[src/rtl/ft_pkg.sv]
// ft_pkg: shared width, capture FSM states and zero-instruction constant for the fetch-target buffer.
package ft_pkg;
  localparam int XLEN = 32;
  localparam logic [31:0] FT_NOP = 32'h0000_0000;
  typedef enum logic {FT_BTB_IDLE, FT_BTB_ARMED} ft_btb_state_e;
endpackage

[src/rtl/ft_btb_cam.sv]
// ft_btb_cam: combinational ENTRIES-way tag compare with hit and lowest-free-slot encoding.
module ft_btb_cam #(
  parameter int ENTRIES = 4,
  parameter int XLEN    = 32,
  parameter int IW      = (ENTRIES > 1) ? $clog2(ENTRIES) : 1
) (
  input  logic [ENTRIES-1:0]           valid_i,
  input  logic [ENTRIES-1:0][XLEN-1:0] tag_i,
  input  logic [XLEN-1:0]              key_i,
  output logic [ENTRIES-1:0]           match_o,
  output logic [IW-1:0]                hit_idx_o,
  output logic                         hit_o,
  output logic [IW-1:0]                free_idx_o,
  output logic                         free_o
);
  for (genvar g = 0; g < ENTRIES; g++) begin : g_cmp
    assign match_o[g] = valid_i[g] && tag_i[g] == key_i;
  end
  assign hit_o = |match_o;
  // Scanning downwards leaves the lowest-index invalid slot as the winner.
  always_comb begin
    hit_idx_o  = '0;
    free_idx_o = '0;
    free_o     = 1'b0;
    for (int i = ENTRIES - 1; i >= 0; i--) begin
      if (match_o[i]) hit_idx_o = IW'(i);
      if (!valid_i[i]) begin
        free_idx_o = IW'(i);
        free_o     = 1'b1;
      end
    end
  end
endmodule

[src/rtl/ft_btb.sv]
// ft_btb: fully-associative buffer of instructions captured at branch targets, looked up by fetch PC.
module ft_btb #(
  parameter int ENTRIES = 4,
  parameter int XLEN    = ft_pkg::XLEN,
  parameter int WARMUP  = 10
) (
  input  logic            clk,
  input  logic            cpurst_n,
  input  logic            de2fe_branch,
  input  logic            de2ex_inst_valid,
  input  logic [XLEN-1:0] fe2de_pc_ffout,
  input  logic [XLEN-1:0] fe2de_instr_ffout,
  input  logic            fe2de_rv16_ffout,
  input  logic [15:0]     fe2de_rv16_instr_ffout,
  input  logic            btb_inval,
  input  logic [XLEN-1:0] lookup_pc,
  output logic            btb_hit,
  output logic [XLEN-1:0] btb_instr,
  output logic            btb_rv16,
  output logic            btb_valid
);
  import ft_pkg::*;
  localparam int IW = (ENTRIES > 1) ? $clog2(ENTRIES) : 1;
  localparam int CW = (WARMUP > 0) ? $clog2(WARMUP + 1) : 1;
  ft_btb_state_e               state_q, state_d;
  logic [CW-1:0]               cnt_q, cnt_d;
  logic [IW-1:0]               rr_q, rr_d;
  logic [ENTRIES-1:0]          valid_q, valid_d;
  logic [ENTRIES-1:0][XLEN-1:0] tag_q, data_q;
  logic [ENTRIES-1:0]          rv16_q;
  logic [ENTRIES-1:0]          l_match, w_match;
  logic [IW-1:0]               l_idx, l_free_idx, w_idx, w_free_idx, slot;
  logic                        l_hit, l_free, w_hit, w_free, wr;
  logic [XLEN-1:0]             wdata;
  ft_btb_cam #(.ENTRIES(ENTRIES), .XLEN(XLEN), .IW(IW)) u_lookup_cam (
    .valid_i(valid_q), .tag_i(tag_q), .key_i(lookup_pc),
    .match_o(l_match), .hit_idx_o(l_idx), .hit_o(l_hit),
    .free_idx_o(l_free_idx), .free_o(l_free)
  );
  ft_btb_cam #(.ENTRIES(ENTRIES), .XLEN(XLEN), .IW(IW)) u_write_cam (
    .valid_i(valid_q), .tag_i(tag_q), .key_i(fe2de_pc_ffout),
    .match_o(w_match), .hit_idx_o(w_idx), .hit_o(w_hit),
    .free_idx_o(w_free_idx), .free_o(w_free)
  );
  logic unused_cam;
  assign unused_cam = ^{l_match, w_match, l_free_idx, l_free};
  assign btb_valid = cnt_q == CW'(WARMUP);
  assign btb_hit   = btb_valid && l_hit;
  assign btb_instr = btb_hit ? data_q[l_idx] : XLEN'(FT_NOP);
  assign btb_rv16  = btb_hit && rv16_q[l_idx];
  assign wr    = state_q == FT_BTB_ARMED && de2ex_inst_valid && !btb_inval;
  assign wdata = fe2de_rv16_ffout ? XLEN'(fe2de_rv16_instr_ffout) : fe2de_instr_ffout;
  assign slot  = w_hit ? w_idx : w_free ? w_free_idx : rr_q;
  always_comb begin
    state_d = state_q;
    if (btb_inval) state_d = FT_BTB_IDLE;
    else if (state_q == FT_BTB_IDLE || de2ex_inst_valid)
      state_d = de2fe_branch ? FT_BTB_ARMED : FT_BTB_IDLE;
  end
  // Round-robin pointer advances only when a full buffer forces an eviction.
  always_comb begin
    cnt_d   = cnt_q == CW'(WARMUP) ? cnt_q : cnt_q + 1'b1;
    valid_d = valid_q;
    rr_d    = rr_q;
    if (wr) valid_d[slot] = 1'b1;
    if (wr && !w_hit && !w_free) rr_d = rr_q == IW'(ENTRIES - 1) ? '0 : rr_q + 1'b1;
    if (btb_inval) begin
      valid_d = '0;
      rr_d    = '0;
    end
  end
  always_ff @(posedge clk or negedge cpurst_n) begin
    if (!cpurst_n) begin
      state_q <= FT_BTB_IDLE;
      cnt_q   <= '0;
      rr_q    <= '0;
      valid_q <= '0;
      tag_q   <= '0;
      data_q  <= '0;
      rv16_q  <= '0;
    end else begin
      state_q <= state_d;
      cnt_q   <= cnt_d;
      rr_q    <= rr_d;
      valid_q <= valid_d;
      if (wr) begin
        tag_q[slot]  <= fe2de_pc_ffout;
        data_q[slot] <= wdata;
        rv16_q[slot] <= fe2de_rv16_ffout;
      end
    end
  end
endmodule

[config.mk]
export PLATFORM = sky130hd
export DESIGN_NAME = ft_btb
export DESIGN_NICKNAME = d
export VERILOG_FILES = /design/src/rtl/ft_pkg.sv /design/src/rtl/ft_btb_cam.sv /design/src/rtl/ft_btb.sv
export SDC_FILE = /design/constraint.sdc
export NUM_CORES = 1
export LEC_CHECK = 0
export CAP_MARGIN = 40
export CORE_ASPECT_RATIO = 1.25
export CORE_MARGIN = 2
export CORE_UTILIZATION = 40
export CTS_CLUSTER_DIAMETER = 30
export DETAILED_ROUTE_END_ITERATION = 7
export PLACE_DENSITY_LB_ADDON = 0.25
export SYNTH_ARGS = -nofsm -noshare
export SYNTH_HDL_FRONTEND = slang
export SYNTH_SLANG_ARGS = --single-unit
[constraint.sdc]
create_clock -name clk -period 6.5 [get_ports clk]
set_input_delay 0.975 -clock clk [delete_from_list [all_inputs] [get_ports clk]]
set_output_delay 0.975 -clock clk [all_outputs]
set_load 0.005 [all_outputs]
==> impl_metrics.toml <==
[outcome]
status = "finished, final reports clean"

[die]
num_io_pins = 153
die_y_um = 220
fp.coreArea_um2 = 37100
start_util_pct = 40.4
die_w_um = 177
die_area_um2 = 39000
rows = 79

[critical_path]
critPathMaxFanout = 23
slowest_stage = "clkdlybuf4s50_1"
startpoint = "lookup_pc[21]"
endpoint = "btb_instr[7]"
critical_path_required_ns = 5.52
cp-start-kind = "input pin"
timing.rr.end = "tag_q[89]$_DFFE_PN0P_"
crit_path_end_kind = "output pin"
crit_type = "input pin to output pin"
reg2regPathDepth = 9
cp_num_cells = 11
cp.arrival_ns = 4.92
cp_top_family = "buffers and inverters"
ff2ff_setup_slack_ns = 2.41
crit_chain = "clkdlybuf4s50_1 -> xnor2_1 -> nand4_1 -> nor4_1 -> nand4_1 -> or4_4 -> a21oi_4 -> buf_12 -> mux2i_1 -> o22ai_1 -> clkdlybuf4s50_1"
critPathMaxStageDelay_ns = 0.66
r2r-start = "tag_q[81]$_DFFE_PN0P_"
path_buf_inv = 3

[global_route]
grt_pass1_wl_um = 64300
grt.total_usage_pct = 21.9
grt_pass1_vias = 10500
grt_antenna_before_repair = 0
gr-total-overflow = 0
grt_max_degree = 151

[clock_tree]
cts_root_buffer = "clkbuf_16"
cts_tree = "done"
cts_sinks = 271
clockBufferDepth = 3
cts_buffers = 73
clk_latency_ns = 0.56
path_clk_slew_ns = 0.05
post_cts_buffers = 0
cts_resized = 0
ctsHoldBuffers = 0
htree_levels = 3

[timing]
finalSetupViolCount = 0
worst_slew_pin_slew_ns = 1.00
finalCritPeriodShare_pct = 90.8
finalHoldViolCount = 0
finalCriticalPeriod_ns = 5.90
fin_skew_ns = 0.0195
tns_ns = 0
max_freq_mhz = 170
slew_violations = 0
rsz0062_at_grt = "false"
slew_headroom_pct = 33.1
setup_slack_ns = 0.601

[routing]
drt_iter0_markers = 695
wirelength_um = 42300
dr_total_vias = 9865
detail-route-antenna-nets = 0
drt_pass1_iterations = 5
vias_per_cell = 5.28
drc = 0
avgRoutedWirePerCell_um = 22.6

[synthesis]
yosysUniqueCellTypes = 49
synth_top_flop_cell = "dfrtp_1"
avgSynthCellArea_um2 = 12.7
syn_nets = 1304
ys_seq_elements = 271
syn_inst = 1184
netlist_area_um2 = 15000
yosysSeqAreaShare_pct = 45.2
ys_async_sr_fraction_pct = 100
synth-edff-count = 0
yosysWarnings = 0

[place]
hpwl_um = 29300
pre_cts_slack_ns = 0.545
gp_congestion = 0.963
post_dp_cell_area_um2 = 16700
portBuffers = 152

[cells_and_area]
final_layout_size_suffix_gt1_share_pct = 24.1
area_growth_pct = 29.3
stdcell_area_um2 = 19400
n_fill_cell = 3232
seq_area_um2 = 6780
final_core_util_pct = 52.3
nNetsFinal = 1445
diodes = 0
multi_input_area_um2 = 7510

[job]
max_cap_viol_count = 0

[pwr]
p_per_area_nw_per_um2 = 345
vdd_drop_max_mv = 0.250
leakage_nw = 8.54

[hold_path]
hold_class = "flop to flop"
==> power by group <==
part	total, mW	switching (mW)	internal [mW]
Combinational	0.792	0.371	0.422
Sequential	2.01	0.150	1.86
Clock	3.87	1.09	2.78
==> per-layer routing <==
layer | wire length (um) | part of all wire [%] | track usage, %
met3 | 2050 | 4.9 | 4.00
met5 | 0 | 0 | 0
met4 | 1980 | 4.7 | 10.7
met1 | 17300 | 41 | 26.6
met2 | 21000 | 50 | 37.5
==> stage by stage <==
stage	power, mW	instances	hold slack (ns)
2_1_floorplan	2.52	1184	0.445
3_3_place_gp	2.81	1736	0.461
3_5_place_dp	2.82	1736	0.466
4_1_cts	6.73	1869	0.484
5_1_grt	6.91	1869	0.500
6_report	6.67	1869	0.484
==> registers in the layout, summed over array words and instances (netlist names) <==
name,count
data_q,128
tag_q,128
cnt_q,4
rv16_q,4
valid_q,4
rr_q,2
state_q,1
==> cell type report <==
class / instances / area share [%]
repair buffers: 171 / 9.07
inverters: 12 / 0.232
clock buffers: 96 / 10.8
multi-input cells: 796 / 38.8
well taps: 486 / 3.14
clock inverters: 37 / 2.99
flip-flops and latches: 271 / 35.0
==> synthesized netlist by cell type, types with 2 or more instances <==
| master | n | share of area, % |
|---|---|---|
| dfrtp_1 | 271 | 45 |
| xnor2_1 | 138 | 8.1 |
| xor2_1 | 116 | 6.8 |
| mux2_2 | 102 | 7.7 |
| mux2_1 | 96 | 7.2 |
| mux2_4 | 73 | 7.3 |
| mux2i_1 | 69 | 4.6 |
| buf_2 | 46 | 1.5 |
| o22ai_1 | 34 | 1.4 |
| nand4_1 | 33 | 1.4 |
| clkbuf_1 | 31 | 0.78 |
| nor4_1 | 30 | 1.3 |
| nand3_1 | 21 | 0.70 |
| nor2b_1 | 16 | 0.67 |
| buf_6 | 14 | 1.1 |
| inv_1 | 11 | 0.28 |
| nand2_1 | 9 | 0.23 |
| nor2_1 | 9 | 0.23 |
| nor3_1 | 9 | 0.30 |
| o21ai_0 | 8 | 0.27 |
| buf_4 | 6 | 0.30 |
| and3_1 | 4 | 0.17 |
| buf_12 | 4 | 0.53 |
| a21o_1 | 3 | 0.15 |
| nor3_2 | 3 | 0.20 |
| a21oi_1 | 2 | 0.067 |
| a21oi_4 | 2 | 0.22 |
| clkbuf_4 | 2 | 0.10 |
| ha_1 | 2 | 0.17 |
==> logic make-up after synthesis <==
logic type | after synthesis | synth area share (%)
and+or+nand+nor | 143 | 5.64
xor gates and xnor gates | 254 | 14.8
buffers and inverters | 117 | 4.73
DFF | 271 | 45.2
AOI/OAI and AO/OA | 57 | 2.57
muxes | 340 | 26.8
adders and majority gates | 2 | 0.167
==> placed cells by master, fill, tap and decap left out, types with 12 or more instances in the layout <==
cell             instances
dfrtp_1                271
mux2i_1                 69
nor2b_1                 16
mux2_4                  73
clkdlybuf4s50_1        151
nand4_1                 33
bufinv_16               13
clkbuf_16               75
nor4_1                  30
o22ai_1                 34
xnor2_1                138
mux2_2                 102
clkbuf_8                14
nand3_1                 21
buf_4                   12
mux2_1                  96
xor2_1                 116
==> worst min-delay path by stage <==
stage / startpoint / endpoint / cells after the start
finish: rr_q[1]$_DFFE_PN0P_ / rr_q[1]$_DFFE_PN0P_ / 1
global route: rr_q[1]$_DFFE_PN0P_ / rr_q[1]$_DFFE_PN0P_ / 1
CTS: rr_q[1]$_DFFE_PN0P_ / rr_q[1]$_DFFE_PN0P_ / 1
detailed placement: rr_q[1]$_DFFE_PN0P_ / rr_q[1]$_DFFE_PN0P_ / 1
global placement: cnt_q[3]$_DFFE_PN0N_ / cnt_q[3]$_DFFE_PN0N_ / 1
floorplan: cnt_q[3]$_DFFE_PN0N_ / cnt_q[3]$_DFFE_PN0N_ / 1
(Power assumes the default switching activity.)
